## src/rtl/aca_error_recovery_32bit.sv

```systemverilog
// Error detection and nibble-serial recovery for the 32-bit windowed
// approximate adder. A transaction is accepted in IDLE, checked in one
// cycle, optionally rebuilt exactly over six nibble cycles, then held in
// DONE until the downstream takes it.
module aca_error_recovery_32bit #(
    parameter int CNT_W = 16
) (
    input  logic             clk,
    input  logic             rst_n,
    input  logic             in_valid,
    output logic             in_ready,
    input  logic [31:0]      a,
    input  logic [31:0]      b,
    input  logic [31:0]      approx_sum,
    input  logic             approx_cout,
    input  logic             corr_en,
    output logic             out_valid,
    input  logic             out_ready,
    output logic [31:0]      out_sum,
    output logic             out_cout,
    output logic             out_err,
    output logic             out_corrected,
    output logic [CNT_W-1:0] err_count
);

    localparam logic [1:0] IDLE    = 2'd0;
    localparam logic [1:0] CHECK   = 2'd1;
    localparam logic [1:0] CORRECT = 2'd2;
    localparam logic [1:0] DONE    = 2'd3;

    logic [1:0]  state;
    logic [31:0] a_r;
    logic [31:0] b_r;
    logic [31:0] approx_sum_r;
    logic        approx_cout_r;
    logic        corr_en_r;
    logic [31:0] sum_r;
    logic        carry_r;
    logic [2:0]  nib_r;

    logic [6:1]  prop;
    logic [5:0]  gen;
    logic        err;
    logic        low_carry;
    logic [4:0]  nib_add;
    logic [31:0] sum_next;

    // Handshake flags follow directly from the state, so there is no overlap
    assign in_ready  = (state == IDLE);
    assign out_valid = (state == DONE);

    // Nibble propagate/generate terms; an error exists exactly when a carry
    // generated in nibble k-1 would have run through a fully propagating nibble k
    always_comb begin
        prop = '0;
        gen  = '0;
        for (int k = 1; k <= 6; k++) begin
            prop[k] = &(a_r[4*k +: 4] ^ b_r[4*k +: 4]);
        end
        for (int k = 0; k <= 5; k++) begin
            gen[k] = (({1'b0, a_r[4*k +: 4]} + {1'b0, b_r[4*k +: 4]}) > 5'd15);
        end
        err       = |(prop & gen);
        low_carry = gen[1] | (prop[1] & gen[0]);
    end

    // One nibble of the exact ripple, spliced into the partially rebuilt sum
    always_comb begin
        nib_add  = {1'b0, a_r[{nib_r, 2'b00} +: 4]} + {1'b0, b_r[{nib_r, 2'b00} +: 4]}
                 + {4'b0000, carry_r};
        sum_next = sum_r;
        sum_next[{nib_r, 2'b00} +: 4] = nib_add[3:0];
    end

    // Control FSM, operand capture, correction datapath, result and error counter
    always_ff @(posedge clk) begin
        if (!rst_n) begin
            state         <= IDLE;
            a_r           <= '0;
            b_r           <= '0;
            approx_sum_r  <= '0;
            approx_cout_r <= 1'b0;
            corr_en_r     <= 1'b0;
            sum_r         <= '0;
            carry_r       <= 1'b0;
            nib_r         <= 3'd0;
            out_sum       <= '0;
            out_cout      <= 1'b0;
            out_err       <= 1'b0;
            out_corrected <= 1'b0;
            err_count     <= '0;
        end else begin
            case (state)
                IDLE: begin
                    if (in_valid) begin
                        a_r           <= a;
                        b_r           <= b;
                        approx_sum_r  <= approx_sum;
                        approx_cout_r <= approx_cout;
                        corr_en_r     <= corr_en;
                        state         <= CHECK;
                    end
                end
                CHECK: begin
                    if (err && (err_count != {CNT_W{1'b1}})) begin
                        err_count <= err_count + CNT_W'(1);
                    end
                    if (!err || !corr_en_r) begin
                        out_sum       <= approx_sum_r;
                        out_cout      <= approx_cout_r;
                        out_err       <= err;
                        out_corrected <= 1'b0;
                        state         <= DONE;
                    end else begin
                        sum_r   <= {24'h000000, approx_sum_r[7:0]};
                        carry_r <= low_carry;
                        nib_r   <= 3'd2;
                        state   <= CORRECT;
                    end
                end
                CORRECT: begin
                    sum_r   <= sum_next;
                    carry_r <= nib_add[4];
                    nib_r   <= nib_r + 3'd1;
                    if (nib_r == 3'd7) begin
                        out_sum       <= sum_next;
                        out_cout      <= nib_add[4];
                        out_err       <= 1'b1;
                        out_corrected <= 1'b1;
                        state         <= DONE;
                    end
                end
                DONE: begin
                    if (out_ready) begin
                        state <= IDLE;
                    end
                end
                default: state <= IDLE;
            endcase
        end
    end

endmodule

```

## config.mk

```make
export PLATFORM = sky130hd
export DESIGN_NAME = aca_error_recovery_32bit
export DESIGN_NICKNAME = d
export VERILOG_FILES = /design/src/rtl/aca_error_recovery_32bit.sv
export SDC_FILE = /design/constraint.sdc
export NUM_CORES = 1
export LEC_CHECK = 0
export ABC_CLOCK_PERIOD_IN_PS = 5300
export BUFFER_PORTS_ARGS = -buffer_cell sky130_fd_sc_hd__buf_4
export CAP_MARGIN = 5
export CORE_ASPECT_RATIO = 0.75
export CORE_MARGIN = 5
export CORE_UTILIZATION = 35
export CTS_BUF_LIST = sky130_fd_sc_hd__clkbuf_4 sky130_fd_sc_hd__clkbuf_8
export CTS_CLUSTER_DIAMETER = 30
export CTS_CLUSTER_SIZE = 24
export DETAILED_ROUTE_END_ITERATION = 12
export GPL_TIMING_DRIVEN = 1
export PLACE_DENSITY_LB_ADDON = 0.25
export SYNTH_ARGS = -nofsm -noshare
export SYNTH_HDL_FRONTEND = slang
export SYNTH_SLANG_ARGS = --single-unit
```

## constraint.sdc

```tcl
create_clock -name clk -period 5.3 [get_ports clk]
set_input_delay 0.53 -clock clk [delete_from_list [all_inputs] [get_ports clk]]
set_output_delay 0.53 -clock clk [all_outputs]
set_load 0.01 [all_outputs]
```

==> flow_metrics.py <==
metrics = {
    "cells_and_area": {
        "mostFrequentLayoutCells": "nand2_1, dfxtp_1, a21oi_1",
        "drive_gt1_share_pct": 18.8,
        "area_growth_pct": 20.3,
        "n_antenna_cell": 0,
        "nNetsFinal": 1326,
        "layout_commonest_cell": "nand2_1",
        "final_cells": 1532,
    },
    "clock_tree": {
        "ctsHoldBuffers": 0,
        "cts_buffer_depth": 2,
        "post-cts-setup-buffer-count": 0,
        "cts_resized": 0,
        "cts_tree": "done",
        "insertion_delay_ps": 480,
        "clock-sinks": 187,
        "numCtsBuffers": 17,
        "htree_levels": 4,
        "cts_root_buf": "clkbuf_8",
        "clk_pin_slew_ps": 120,
    },
    "worst_setup_path": {
        "r2r-start": "nib_r[0]",
        "cpMostUsedCell": "a21oi_1",
        "crit_start": "nib_r[0]",
        "crit_arrival_ps": 4120,
        "crit_chain": "mux4_2 > nand2_1 > and2_1 > inv_1 > ha_1 > a21o_1 > a21oi_1 > xor2_1 > nor2_1 > a211o_1 > o211ai_1 > a21oi_1",
        "cpPeakStageDelay_ps": 840,
        "cp-start-kind": "flip-flop",
        "crit_fanout": 13,
        "ff2ff_path_depth": 12,
        "setup.worst_path.end": "out_sum[31]",
        "crit_slowest_cell": "dfxtp_1",
        "path_class": "flip-flop to flip-flop",
        "critPathCaptureType": "flip-flop",
        "r2r_setup_slack_ps": 1500,
        "critPathRequiredTime_ps": 5630,
        "r2r-end": "out_sum[31]",
    },
    "worst_hold_path": {
        "hp-class": "input pin to flip-flop",
    },
    "synthesis": {
        "ys_warn_count": 0,
        "seq_area_frac_synth_pct": 42.3,
        "synth_cells": 1080,
        "ys_types": 57,
        "synth_nets": 1225,
        "synth_mux_area_share_pct": 6.68,
        "synth-simple-area-share_pct": 21.0,
        "synth_compound_area_share_pct": 17.7,
        "synth_xor_area_share_pct": 1.29,
        "synth_edf_count": 0,
        "async_flop_share_pct": 0,
        "synth-main-ff-cell": "dfxtp_1",
        "syn_avg_cell_area_um2": 8.19,
        "synth_top_family_by_area": "simple AND/OR/NAND/NOR gates",
        "synth_fa_ha_area_share_pct": 6.76,
        "syn_area_um2": 8850,
        "ys_ff_latch": 187,
    },
    "floorplanning": {
        "start_util_pct": 35.5,
        "coreArea_um2": 24900,
        "die_x_um": 194,
        "ios": 155,
        "fp.dieH_um": 148,
        "die_area_um2": 28600,
        "row_count": 50,
    },
    "global_routing": {
        "antenna_found_initial": 0,
        "grt_pass1_wl_um": 41400,
        "grt_max_degree": 102,
        "grt_overflow": 0,
        "grt_pass1_vias": 7412,
        "grt_use_total_pct": 17.9,
    },
    "sta": {
        "fin_crit_sh_pct": 71.6,
        "rsz0062_at_grt": "false",
        "worst_pin_slew_ps": 1120,
        "tns_ps": 0,
        "timing.final.ws_setup_ps": 1500,
        "fin_worst_skew_ps": 18.3,
        "max-slew-margin-rel_pct": 25.1,
        "hold_viol": 0,
        "fmax_mhz": 263,
        "finalSetupViolations": 0,
        "maxSlewViolCount": 0,
        "min_period_ps": 3800,
    },
    "power": {
        "power_mw": 4.39,
        "p_leak_nw": 4.10,
        "ir_worst_vdd_mv": 0.234,
        "pwr_density_cell_nw_per_um2": 413,
    },
    "placed_design": {
        "dp.cells": 1500,
        "dp_hpwl_um": 18300,
        "gp_congestion": 0.839,
        "port_buffers": 154,
        "dp_slack_ps": 1520,
    },
    "run": {
        "drv_cap": 0,
    },
    "routing": {
        "wl_per_cell_um": 17.1,
        "first_iter_violations": 458,
        "vias": 7846,
        "viasPerCell": 5.12,
        "route.detailed.drc": 0,
        "ant_nets": 0,
        "routed_wl_um": 26200,
        "dr.pass1.iters": 5,
    },
    "status": {
        "status": "complete, no violations",
    },
}
## through the flow
stage / utilization, % / hold slack [ps] / instance area [um2]
after floorplan: - / 431 / 8850
after global placement: 41.0 / 438 / 10200
after detailed placement: 41.0 / 445 / 10200
after CTS: 42.7 / 249 / 10600
after global routing: 42.7 / 263 / 10600
final: 42.7 / 281 / 10600
## layout make-up
| class | instances | area [um2] |
|---|---|---|
| Tap cell | 338 | 423 |
| Timing Repair Buffer | 160 | 1200 |
| Clock buffer | 17 | 234 |
| Inverter | 18 | 70.1 |
| Fill cell | 2622 | 14300 |
| Sequential cell | 187 | 3740 |
| Clock inverter | 15 | 204 |
| Multi-Input combinational cell | 797 | 4760 |
## sequential cells by signal, summed over array words and instances, names as in the netlist
signal	count
a_r	32
approx_cout_r	1
approx_sum_r	32
b_r	32
carry_r	1
corr_en_r	1
err_count	16
nib_r	3
out_corrected	1
out_cout	1
out_err	1
out_sum	32
state	2
sum_r	32
## where the power goes
| part | internal [mW] | switching (mW) | total [mW] |
|---|---|---|---|
| Clock | 0.408 | 0.621 | 1.03 |
| Combinational | 0.568 | 0.988 | 1.56 |
| Sequential | 1.61 | 0.199 | 1.81 |
## kinds of logic after synthesis
kind of cell | count (synthesis)
multiplexers | 39
XOR/XNOR | 13
flip-flops | 187
AO/OA/AOI/OAI | 263
AND/OR/NAND/NOR | 439
adder cells (fa/ha/maj) | 43
buffers and inverters | 96
## synth_stat cells, drive strengths merged (11+ instances only)
cell type / number / share of area [%]
nand2: 311 / 13
dfxtp: 187 / 42
a21oi: 167 / 9.4
clkbuf: 62 / 2.6
nor2: 48 / 2.0
ha: 35 / 4.9
o211ai: 26 / 2.2
nand3: 24 / 1.6
mux2i: 23 / 2.6
inv: 17 / 0.72
buf: 16 / 0.85
mux4: 16 / 4.1
o21ai: 15 / 0.85
nand4: 14 / 0.99
a211oi: 11 / 0.93
## worst min path at each step
stage,start,endpoint,slack (ps),cells past startpoint
after global placement,sum_r[10],sum_r[10],440,2
final,approx_sum[0],approx_sum_r[0],280,3
after detailed placement,sum_r[0],sum_r[0],450,2
after floorplan,approx_sum_r[14],approx_sum_r[14],430,2
after CTS,approx_sum[17],approx_sum_r[17],250,3
after global routing,approx_sum[17],approx_sum_r[17],260,3
## critical path: cells and delay by family (launching register included)
kind	cells	cell delay, ps
buffers and inverters	1	60
adder cells (fa/ha/maj)	1	280
flip-flops	1	840
multiplexers	1	600
AO/OA/AOI/OAI	5	880
AND/OR/NAND/NOR	3	380
XOR/XNOR	1	600
## per-layer routing
layer | part of all wire (%) | vias up | GRT usage, % | routed length, um
met5 | 0 | - | 0 | 0
met4 | 0.87 | 0 | 3.75 | 228
li1 | - | 3926 | - | -
met2 | 39 | 211 | 24.5 | 10300
met1 | 55 | 3692 | 28.7 | 14400
met3 | 4.8 | 17 | 3.55 | 1270
Power figures use the tool's default switching activity.
